===== config.mk =====
export PLATFORM = sky130hd
export DESIGN_NAME = play_core_flat
export DESIGN_NICKNAME = d
export VERILOG_FILES = /design/src/rtl/play_if.sv /design/src/rtl/play_core.sv /design/src/flat_wrapper.sv
export SDC_FILE = /design/constraint.sdc
export NUM_CORES = 1
export LEC_CHECK = 0
export BUFFER_PORTS_ARGS = -buffer_cell sky130_fd_sc_hd__clkbuf_2
export CELL_PAD_IN_SITES_DETAIL_PLACEMENT = 1
export CELL_PAD_IN_SITES_GLOBAL_PLACEMENT = 2
export CORE_UTILIZATION = 30
export CTS_BUF_LIST = sky130_fd_sc_hd__clkbuf_4 sky130_fd_sc_hd__clkbuf_8
export CTS_CLUSTER_DIAMETER = 100
export CTS_CLUSTER_SIZE = 30
export DETAILED_ROUTE_END_ITERATION = 12
export PLACE_DENSITY_LB_ADDON = 0.15
export SKIP_CTS_REPAIR_TIMING = 1
export SLEW_MARGIN = 30
export SYNTH_ARGS = -nofsm -noshare
export SYNTH_HDL_FRONTEND = slang
export SYNTH_SLANG_ARGS = --single-unit

===== constraint.sdc =====
create_clock -name i_clk -period 8.76 [get_ports i_clk]
set_input_delay 1.752 -clock i_clk [delete_from_list [all_inputs] [get_ports i_clk]]
set_output_delay 1.752 -clock i_clk [all_outputs]
set_load 0.02 [all_outputs]

===== src/rtl/play_if.sv =====
// Playback bus bundle: SDRAM read/finished handshake plus the DAC valid/ready sample stream.
interface play_if #(
    parameter int unsigned ADDR_W = 23,
    parameter int unsigned DATA_W = 32
);
    logic              play_read;
    logic [ADDR_W-1:0] play_addr;
    logic [DATA_W-1:0] play_readdata;
    logic              play_sdram_finished;
    logic [DATA_W-1:0] play_audio_data;
    logic              play_audio_valid;
    logic              play_audio_ready;

    modport master (
        output play_read, play_addr, play_audio_data, play_audio_valid,
        input  play_readdata, play_sdram_finished, play_audio_ready
    );

    modport slave (
        input  play_read, play_addr, play_audio_data, play_audio_valid,
        output play_readdata, play_sdram_finished, play_audio_ready
    );
endinterface


===== src/rtl/play_core.sv =====
// Playback engine: fetches sample words from SDRAM into a prefetch FIFO and
// streams them to the DAC path, with pause, stop and loop control.
module play_core #(
    parameter int unsigned ADDR_W     = 23,
    parameter int unsigned DATA_W     = 32,
    parameter int unsigned FIFO_DEPTH = 4
) (
    input  logic              i_clk,
    input  logic              i_rst,
    input  logic              play_start,
    input  logic [ADDR_W-1:0] play_start_addr,
    input  logic [ADDR_W-1:0] play_end_addr,
    input  logic              play_loop,
    input  logic              play_pause,
    input  logic              play_stop,
    output logic              play_done,
    play_if.master            bus
);
    localparam int unsigned PTR_W = (FIFO_DEPTH > 1) ? $clog2(FIFO_DEPTH) : 1;
    localparam int unsigned CNT_W = PTR_W + 1;
    localparam logic [CNT_W-1:0] DEPTH_C = CNT_W'(FIFO_DEPTH);

    typedef enum logic [2:0] {
        S_IDLE, S_FETCH, S_WAIT_SPACE, S_DRAIN, S_ABORT, S_DONE
    } state_t;

    state_t state, state_n;

    logic              start_q;
    logic [ADDR_W-1:0] start_addr_q, end_addr_q, addr_q, addr_n;
    logic              loop_q, latch;
    logic [DATA_W-1:0] mem [FIFO_DEPTH];
    logic [PTR_W-1:0]  rd_ptr, wr_ptr, rd_ptr_n;
    logic [CNT_W-1:0]  count, count_pp, count_n;
    logic              start_edge, push, pop, flush;
    logic              read_q, valid_q, read_n, valid_n, done_n;
    logic [DATA_W-1:0] data_q, head_n;

    assign start_edge = play_start & ~start_q;
    assign pop        = valid_q & bus.play_audio_ready;
    assign push       = (state == S_FETCH) & bus.play_sdram_finished & ~play_stop;
    assign flush      = (state == S_DONE);
    assign count_pp   = count + CNT_W'(push) - CNT_W'(pop);
    assign count_n    = flush ? '0 : count_pp;
    assign rd_ptr_n   = flush ? '0 : rd_ptr + PTR_W'(pop);

    // Next head word: bypass the incoming read data when it lands in an empty FIFO
    assign head_n = (push && (count - CNT_W'(pop)) == '0) ? bus.play_readdata : mem[rd_ptr_n];

    assign bus.play_read        = read_q;
    assign bus.play_addr        = addr_q;
    assign bus.play_audio_valid = valid_q;
    assign bus.play_audio_data  = data_q;

    always_ff @(posedge i_clk or posedge i_rst) begin
        if (i_rst) state <= S_IDLE;
        else       state <= state_n;
    end

    always_comb begin
        state_n = state;
        addr_n  = addr_q;
        latch   = 1'b0;
        case (state)
            S_IDLE: begin
                if (start_edge && !play_stop) begin
                    latch   = 1'b1;
                    addr_n  = play_start_addr;
                    state_n = (play_end_addr < play_start_addr) ? S_DONE : S_FETCH;
                end
            end
            S_FETCH: begin
                // A stop coinciding with finished has nothing left in flight
                if (play_stop) begin
                    state_n = bus.play_sdram_finished ? S_DONE : S_ABORT;
                end else if (bus.play_sdram_finished) begin
                    if (addr_q == end_addr_q && !loop_q) begin
                        state_n = S_DRAIN;
                    end else begin
                        addr_n  = (addr_q == end_addr_q) ? start_addr_q : addr_q + ADDR_W'(1);
                        state_n = (count_pp < DEPTH_C) ? S_FETCH : S_WAIT_SPACE;
                    end
                end
            end
            S_WAIT_SPACE: begin
                if (play_stop)                state_n = S_DONE;
                else if (count_pp < DEPTH_C)  state_n = S_FETCH;
            end
            S_DRAIN: begin
                if (play_stop || count_pp == '0) state_n = S_DONE;
            end
            S_ABORT: begin
                if (bus.play_sdram_finished) state_n = S_DONE;
            end
            S_DONE:  state_n = S_IDLE;
            default: state_n = S_IDLE;
        endcase

        read_n  = (state_n == S_FETCH) || (state_n == S_ABORT);
        done_n  = (state_n == S_DONE);
        valid_n = (state_n == S_FETCH || state_n == S_WAIT_SPACE || state_n == S_DRAIN)
                  && (count_n != '0) && !play_pause;
    end

    always_ff @(posedge i_clk or posedge i_rst) begin
        if (i_rst) begin
            start_q      <= 1'b0;
            start_addr_q <= '0;
            end_addr_q   <= '0;
            loop_q       <= 1'b0;
            addr_q       <= '0;
            rd_ptr       <= '0;
            wr_ptr       <= '0;
            count        <= '0;
            read_q       <= 1'b0;
            valid_q      <= 1'b0;
            data_q       <= '0;
            play_done    <= 1'b0;
        end else begin
            start_q <= play_start;
            if (latch) begin
                start_addr_q <= play_start_addr;
                end_addr_q   <= play_end_addr;
                loop_q       <= play_loop;
            end
            addr_q    <= addr_n;
            rd_ptr    <= rd_ptr_n;
            wr_ptr    <= flush ? '0 : wr_ptr + PTR_W'(push);
            count     <= count_n;
            read_q    <= read_n;
            valid_q   <= valid_n;
            data_q    <= head_n;
            play_done <= done_n;
        end
    end

    always_ff @(posedge i_clk or posedge i_rst) begin
        if (i_rst) begin
            for (int i = 0; i < int'(FIFO_DEPTH); i++) mem[i] <= '0;
        end else if (push) begin
            mem[wr_ptr] <= bus.play_readdata;
        end
    end
endmodule


===== src/flat_wrapper.sv =====
// flat-port wrapper written by rule: the top's interface ports become plain ports
module play_core_flat 
#(
    parameter int unsigned ADDR_W     = 23,
    parameter int unsigned DATA_W     = 32,
    parameter int unsigned FIFO_DEPTH = 4
)
  (i_clk, i_rst, play_start, play_start_addr, play_end_addr, play_loop, play_pause, play_stop, play_done, bus_play_read, bus_play_addr, bus_play_audio_data, bus_play_audio_valid, bus_play_readdata, bus_play_sdram_finished, bus_play_audio_ready);
  play_if #(.ADDR_W(ADDR_W), .DATA_W(DATA_W)) bus_i ();
  input  logic i_clk;
  input  logic i_rst;
  input  logic play_start;
  input  logic [ADDR_W-1:0] play_start_addr;
  input  logic [ADDR_W-1:0] play_end_addr;
  input  logic play_loop;
  input  logic play_pause;
  input  logic play_stop;
  output logic play_done;
  output wire logic [$bits(bus_i.play_read)-1:0] bus_play_read;
  output wire logic [$bits(bus_i.play_addr)-1:0] bus_play_addr;
  output wire logic [$bits(bus_i.play_audio_data)-1:0] bus_play_audio_data;
  output wire logic [$bits(bus_i.play_audio_valid)-1:0] bus_play_audio_valid;
  input wire logic [$bits(bus_i.play_readdata)-1:0] bus_play_readdata;
  input wire logic [$bits(bus_i.play_sdram_finished)-1:0] bus_play_sdram_finished;
  input wire logic [$bits(bus_i.play_audio_ready)-1:0] bus_play_audio_ready;
  assign bus_play_read = bus_i.play_read;
  assign bus_play_addr = bus_i.play_addr;
  assign bus_play_audio_data = bus_i.play_audio_data;
  assign bus_play_audio_valid = bus_i.play_audio_valid;
  assign bus_i.play_readdata = bus_play_readdata;
  assign bus_i.play_sdram_finished = bus_play_sdram_finished;
  assign bus_i.play_audio_ready = bus_play_audio_ready;
  play_core #(.ADDR_W(ADDR_W), .DATA_W(DATA_W), .FIFO_DEPTH(FIFO_DEPTH)) u_core (.i_clk(i_clk), .i_rst(i_rst), .play_start(play_start), .play_start_addr(play_start_addr), .play_end_addr(play_end_addr), .play_loop(play_loop), .play_pause(play_pause), .play_stop(play_stop), .play_done(play_done), .bus(bus_i));
endmodule

* Word-level counts from Yosys, hierarchy flattened
Index checks and enable logic that the tools add are counted. W data, S select, Z words.
Cells by class: $add $sub $neg 6, order comparisons 5, bitwise logic cells 8, mux-type cells 30, reduce and logical (&&, ||, !) cells 19, equal/unequal tests 15
Operators with widths (number):
- $bwmux W128 | 1
- $mux W32 | 4
- $mux W23 | 5
- $bmux W32 S2 | 1
- $demux W32 S2 | 1
- $pmux W23 S2 | 1
- $mux W3 | 10
- $add A23 B1 Y23 const B | 1
- $eq A23 B23 Y1 | 1
- $lt A23 B23 Y1 | 1
- $pmux W3 S5 | 1
- $eq A3 B2 Y1 const B | 4
- $eq A3 B3 Y1 const B | 4
- $logic_not A3 Y1 | 3
- $eq A3 B1 Y1 const B | 2
- $ge A3 B3 Y1 const B | 2
- $logic_and A1 B1 Y1 | 6
- $mux W2 | 3
- $ne A2 B2 Y1 const B | 3
- $not A2 Y3 | 2
- $sub A3 B1 Y3 | 2
- $reduce_and A5 Y1 | 1
- $add A2 B1 Y2 | 2
- $and A1 B1 Y1 | 4
- other kinds (10) | 18
Word-level totals: bits of input ports 86, word-level logic and storage cells 100, register bits after elaboration 244, output and inout port bits 58

* Logic depth before layout (Yosys ltp)
word-level depth 16, gate-level depth with buffers 14, mapped depth without buffers 13

* Least setup slack after synthesis
No wires, ideal clock.
path kind input to register, start in bus_play_audio_ready, end reg u_core.play_done, path buffers 0, setup slack 4.914 ns, stages 12, data required time 8.641 ns, data arrival time 3.727 ns, setup time 0.119 ns, path through and2_1 -> ha_1 -> inv_1 -> ha_1 -> inv_1 -> fa_1 -> xor3_1 -> and3b_1 -> o22ai_1 -> a31oi_1 -> o221ai_1 -> and2_1
On the way: word-level cells in the longest chain between the ends 9, elaborated cells between the ends (all ways) 14, those cells by class 1 x add/sub; 1 x order compare; 1 x eq/ne; 8 x mux; 1 x bitwise; 2 x reduce/logical
Ends and longest elaborated chain:
- start, declared | RTL line flat_wrapper.sv:25 | input wire logic [$bits(bus_i.play_audio_ready)-1:0] bus_play_audio_ready;
- $and A1 B1 Y1 * | RTL line play_core.sv:40 | assign pop = valid_q & bus.play_audio_ready;
- $sub A3 B1 Y3 * | RTL line play_core.sv:43 | assign count_pp = count + CNT_W'(push) - CNT_W'(pop);
- $lt A3 B3 Y1 | RTL line play_core.sv:81, play_core.sv:87
- $mux W2 | RTL line play_core.sv:81 | state_n = (count_pp < DEPTH_C) ? S_FETCH : S_WAIT_SPACE;
- $mux W3 | RTL line play_core.sv:77 | if (addr_q == end_addr_q && !loop_q) begin
- $mux W3 | RTL line play_core.sv:76 | end else if (bus.play_sdram_finished) begin
- $mux W3 | RTL line play_core.sv:74 | if (play_stop) begin
- $pmux W3 S5 * | RTL line play_core.sv:64 | case (state)
- $eq A3 B3 Y1 * | RTL line play_core.sv:100 | done_n = (state_n == S_DONE);
- net u_core.done_n | RTL line play_core.sv:36 | logic read_q, valid_q, read_n, valid_n, done_n;
- end signal, assigned | RTL line play_core.sv:133 | play_done <= done_n;
- end, declared | RTL line play_core.sv:16 | output logic play_done,
The timed path passes the listed nets; every way through them passes the cells marked *. A chain may end at the register's enable or synchronous reset.

* Worst setup path after layout
start in bus_play_audio_ready, end reg u_core.data_q[1] (netlist: u_core.bus.play_audio_data[1])
On the way: word-level cells in the longest chain between the ends 8, elaborated cells between the ends (all ways) 11, those cells by class 2 x add/sub; 5 x mux; 2 x bitwise; 2 x reduce/logical
Ends and longest elaborated chain:
- $and A1 B1 Y1 * | RTL line play_core.sv:40
- $add A2 B1 Y2 | RTL line play_core.sv:45 | assign rd_ptr_n = flush ? '0 : rd_ptr + PTR_W'(pop);
- $mux W2 | RTL line play_core.sv:45
- $not A2 Y3 (not written as such) | RTL line play_core.sv:48 | assign head_n = (push && (count - CNT_W'(pop)) == '0) ? bus.play_readdata : mem[rd_ptr_n];
- $bmux W32 S2 | RTL line play_core.sv:48
- $mux W32 (not written as such) (2 in series) | RTL line play_core.sv:48
- $mux W32 * | RTL line play_core.sv:48
- net u_core.head_n[1] | RTL line play_core.sv:37 | logic [DATA_W-1:0] data_q, head_n;
- end signal, assigned | RTL line play_core.sv:132 | data_q <= head_n;
- end, declared | RTL line play_core.sv:37
The timed path passes the listed nets; every way through them passes the cells marked *. The select of a mux whose other input is x is not followed.

==> impl_metrics.toml <==
[timing]
tns_ps = 0
worst-slew-pin-transition_ps = 928.5
final_min_period_over_clock_period_pct = 49.60
grt_setup_unrepaired = "false"
setup_ws_ps = 4415
max_clock_freq_mhz = 230.2
final_period_minus_worst_setup_slack_ps = 4345
timing.final.hold_violations = 0
finalSetupViolCount = 0
timing.slew.headroom_pct = 37.87
final_max_slew_viol_count = 0
clock_skews_ps = 57.03

[yosys]
area_of_the_mapped_netlist_um2 = 11860
avgSynthCellArea_um2 = 10.58
synth_common_cells = "nand2_1, dfrtp_1, mux2_2"
syn-num-nets = 1237
synth_largest_area_cell = "dfrtp_1"
gate_count_of_the_mapped_netlist = 1121
synthDominantCellAreaShare_pct = 51.47
synth_ff_type = "dfrtp_1"
synth_cell_types = 64
synth-edff-count = 0
synth_sequential_area_ratio_pct = 51.47
postSynthRegisterBits = 244
synthMostInstantiatedCell = "nand2_1"
synth.top_cells.by_area = "dfrtp_1, mux2_2, nand2_1, ha_1, o21ai_0"
ys_async_sr_fraction_pct = 100.0
ys.warnings.count = 0

[flow_run]
max-cap-violations = 0

[global_route]
grt_remaining_overflow = 0
grt_start_max_net_pins = 108
grt_pass1_wl_um = 56510
first_global_vias = 9161
initial_antenna_violation_count = 0
grt_use_total_pct = 17.81

[detailed_routing]
num_vias = 8612
top_layer = "met4"
wl_per_cell_um = 20.02
route.detailed.vias_per_inst = 4.910
drt_drc_violations_left = 0
routed_wl_um = 35110
antenna_left = 0
detail_route.iter0.violations = 453
met1_length_um = 18280
wl_met3_um = 716
met2_wirelength_um = 15480
dr.pass1.iters = 4

[setup_path]
worst-path-max-fanout = 21
timing.setup.critical_path_class = "primary input to register"
critPathLaunchType = "primary input"
cp-end-kind = "register"
worst_r2r_path_depth = 10
critical_path_arrival_ps = 4790
cp.required_ps = 9200

[placed_design]
preCtsSetupSlack_ps = 3827
io_buffers = 143
post-place-cells = 1731
gpl.final_weighted_congestion = 0.7256
place.detailed.hpwl_um = 23330

[power_and_ir_drop]
total_leakage_power_nw = 6.489
peakVddDrop_uv = 107.1
powerDensity_nw_per_um2 = 309.6
fin_total_pwr_mw = 4.129

[floorplan]
die_w_um = 200.9
design.core.area_um2 = 38830
die-area_um2 = 40340
floorplan.initialDensity_pct = 30.56
ios = 144
die_height_um = 200.9
core.rowCount = 72

[cells_and_area]
drive_above_1_share_pct = 27.51
nNetsFinal = 1345
final_core_utilization_pct = 34.35
final_cells = 1754
antennaDiodeCount = 0
flow.area_growth_from_synthesis_pct = 12.43

[clock_network]
cts.clk_slew.worst_paths_ps = 170
tritoncts = "yes"
clock_latency_ps = 570
cts_inserted_buffers = 14
clock_path_buffers = 3
h-tree-depth = 1
clk_sink_count = 244
clock-root-buffer = "clkbuf_8"

[status]
status = "finished, final reports clean"

[hold_path]
cells_on_worst_hold_path = 2
worst_hold_path_type = "register to register"
sequential cells by signal (all words and copies together) (netlist names), 2 cells and up:
register	count
u_core.bus.play_addr	23
u_core.wr_ptr	2
u_core.state	3
u_core.bus.play_audio_data	32
u_core.mem	128
u_core.end_addr_q	23
u_core.rd_ptr	2
u_core.start_addr_q	23
u_core.count	3
where the power goes:
part	internal, mW	switching, mW	leakage (nW)
combinational	0.674	0.955	3.20
clock	0.193	0.426	0.163
sequential	1.55	0.332	3.13
cell families (layout without fill, tap and decap cells):
group | after synthesis | count (layout) | synth area share [%]
DFF | 244 | 244 | 51.47
adders and majority gates | 30 | 30 | 3.227
xor gates and xnor gates | 47 | 47 | 3.660
muxes | 140 | 140 | 13.20
AOI/OAI and AO/OA | 164 | 164 | 9.692
buffers and inverters | 101 | 216 | 4.060
and+or+nand+nor | 395 | 395 | 14.69
area by class of cell:
| type | count | area (um2) |
|---|---|---|
| clock buffers | 16 | 220.2 |
| clock inverters | 7 | 101.3 |
| fillers | 4370 | 25490 |
| inverters | 37 | 146.4 |
| multi-input cells | 776 | 5300 |
| flip-flops and latches | 244 | 6106 |
| well taps | 518 | 648.1 |
| repair buffers | 156 | 817.0 |
per-layer routing:
layer,track usage (%),vias up
li1,-,4073
met1,27.20,4407
met2,27.24,109
met3,1.753,23
met4,3.326,0
met5,0,-
critical path: stages:
cell,delay (ps)
clkbuf_2,80
and2_1,170
ha_1,200
xor2_1,150
nand2_1,670
buf_4,400
inv_1,90
nand2_1,550
buf_4,370
o221ai_1,170
o21ai_0,160
final timing paths:
kind                                                            to  slack (ps)                             startpoint
setup / recovery           u_core.bus.play_audio_data[1]$_DFF_PP0_        4420                   bus_play_audio_ready
hold / removal                  u_core.start_addr_q[1]$_DFFE_PP0P_         500     u_core.start_addr_q[1]$_DFFE_PP0P_
hold reg to reg                 u_core.start_addr_q[1]$_DFFE_PP0P_         500     u_core.start_addr_q[1]$_DFFE_PP0P_
setup reg to reg           u_core.bus.play_audio_data[1]$_DFF_PP0_        5250  u_core.bus.play_audio_valid$_DFF_PP0_
min in group asynchronous       u_core.start_addr_q[8]$_DFFE_PP0P_        1300                                  i_rst
max in group asynchronous               u_core.mem[89]$_DFFE_PP0P_        6040                                  i_rst
cells in the final DEF (no fill, tap or decap), types with 8 or more instances in the layout:
| master | count |
|---|---|
| dfrtp_1 | 244 |
| inv_1 | 36 |
| mux2_2 | 128 |
| clkbuf_8 | 16 |
| o221ai_1 | 29 |
| xnor2_1 | 26 |
| o211ai_1 | 13 |
| nand4_1 | 12 |
| buf_4 | 12 |
| nor3_1 | 8 |
| ha_1 | 29 |
| a21oi_1 | 21 |
| mux2i_1 | 11 |
| nand3_1 | 45 |
| clkbuf_2 | 143 |
| and2_1 | 10 |
| o21ai_0 | 59 |
| nor2_1 | 31 |
| nand2_1 | 253 |
| xor2_1 | 19 |
stage by stage:
step | hold slack, ps | area [um2]
2_1_floorplan | 440.6 | 11860
3_3_place_gp | 456.2 | 13010
3_5_place_dp | 465.0 | 13020
4_1_cts | 503.8 | 13340
5_1_grt | 518.6 | 13340
6_report | 499.3 | 13340
(Power assumes the default switching activity.)
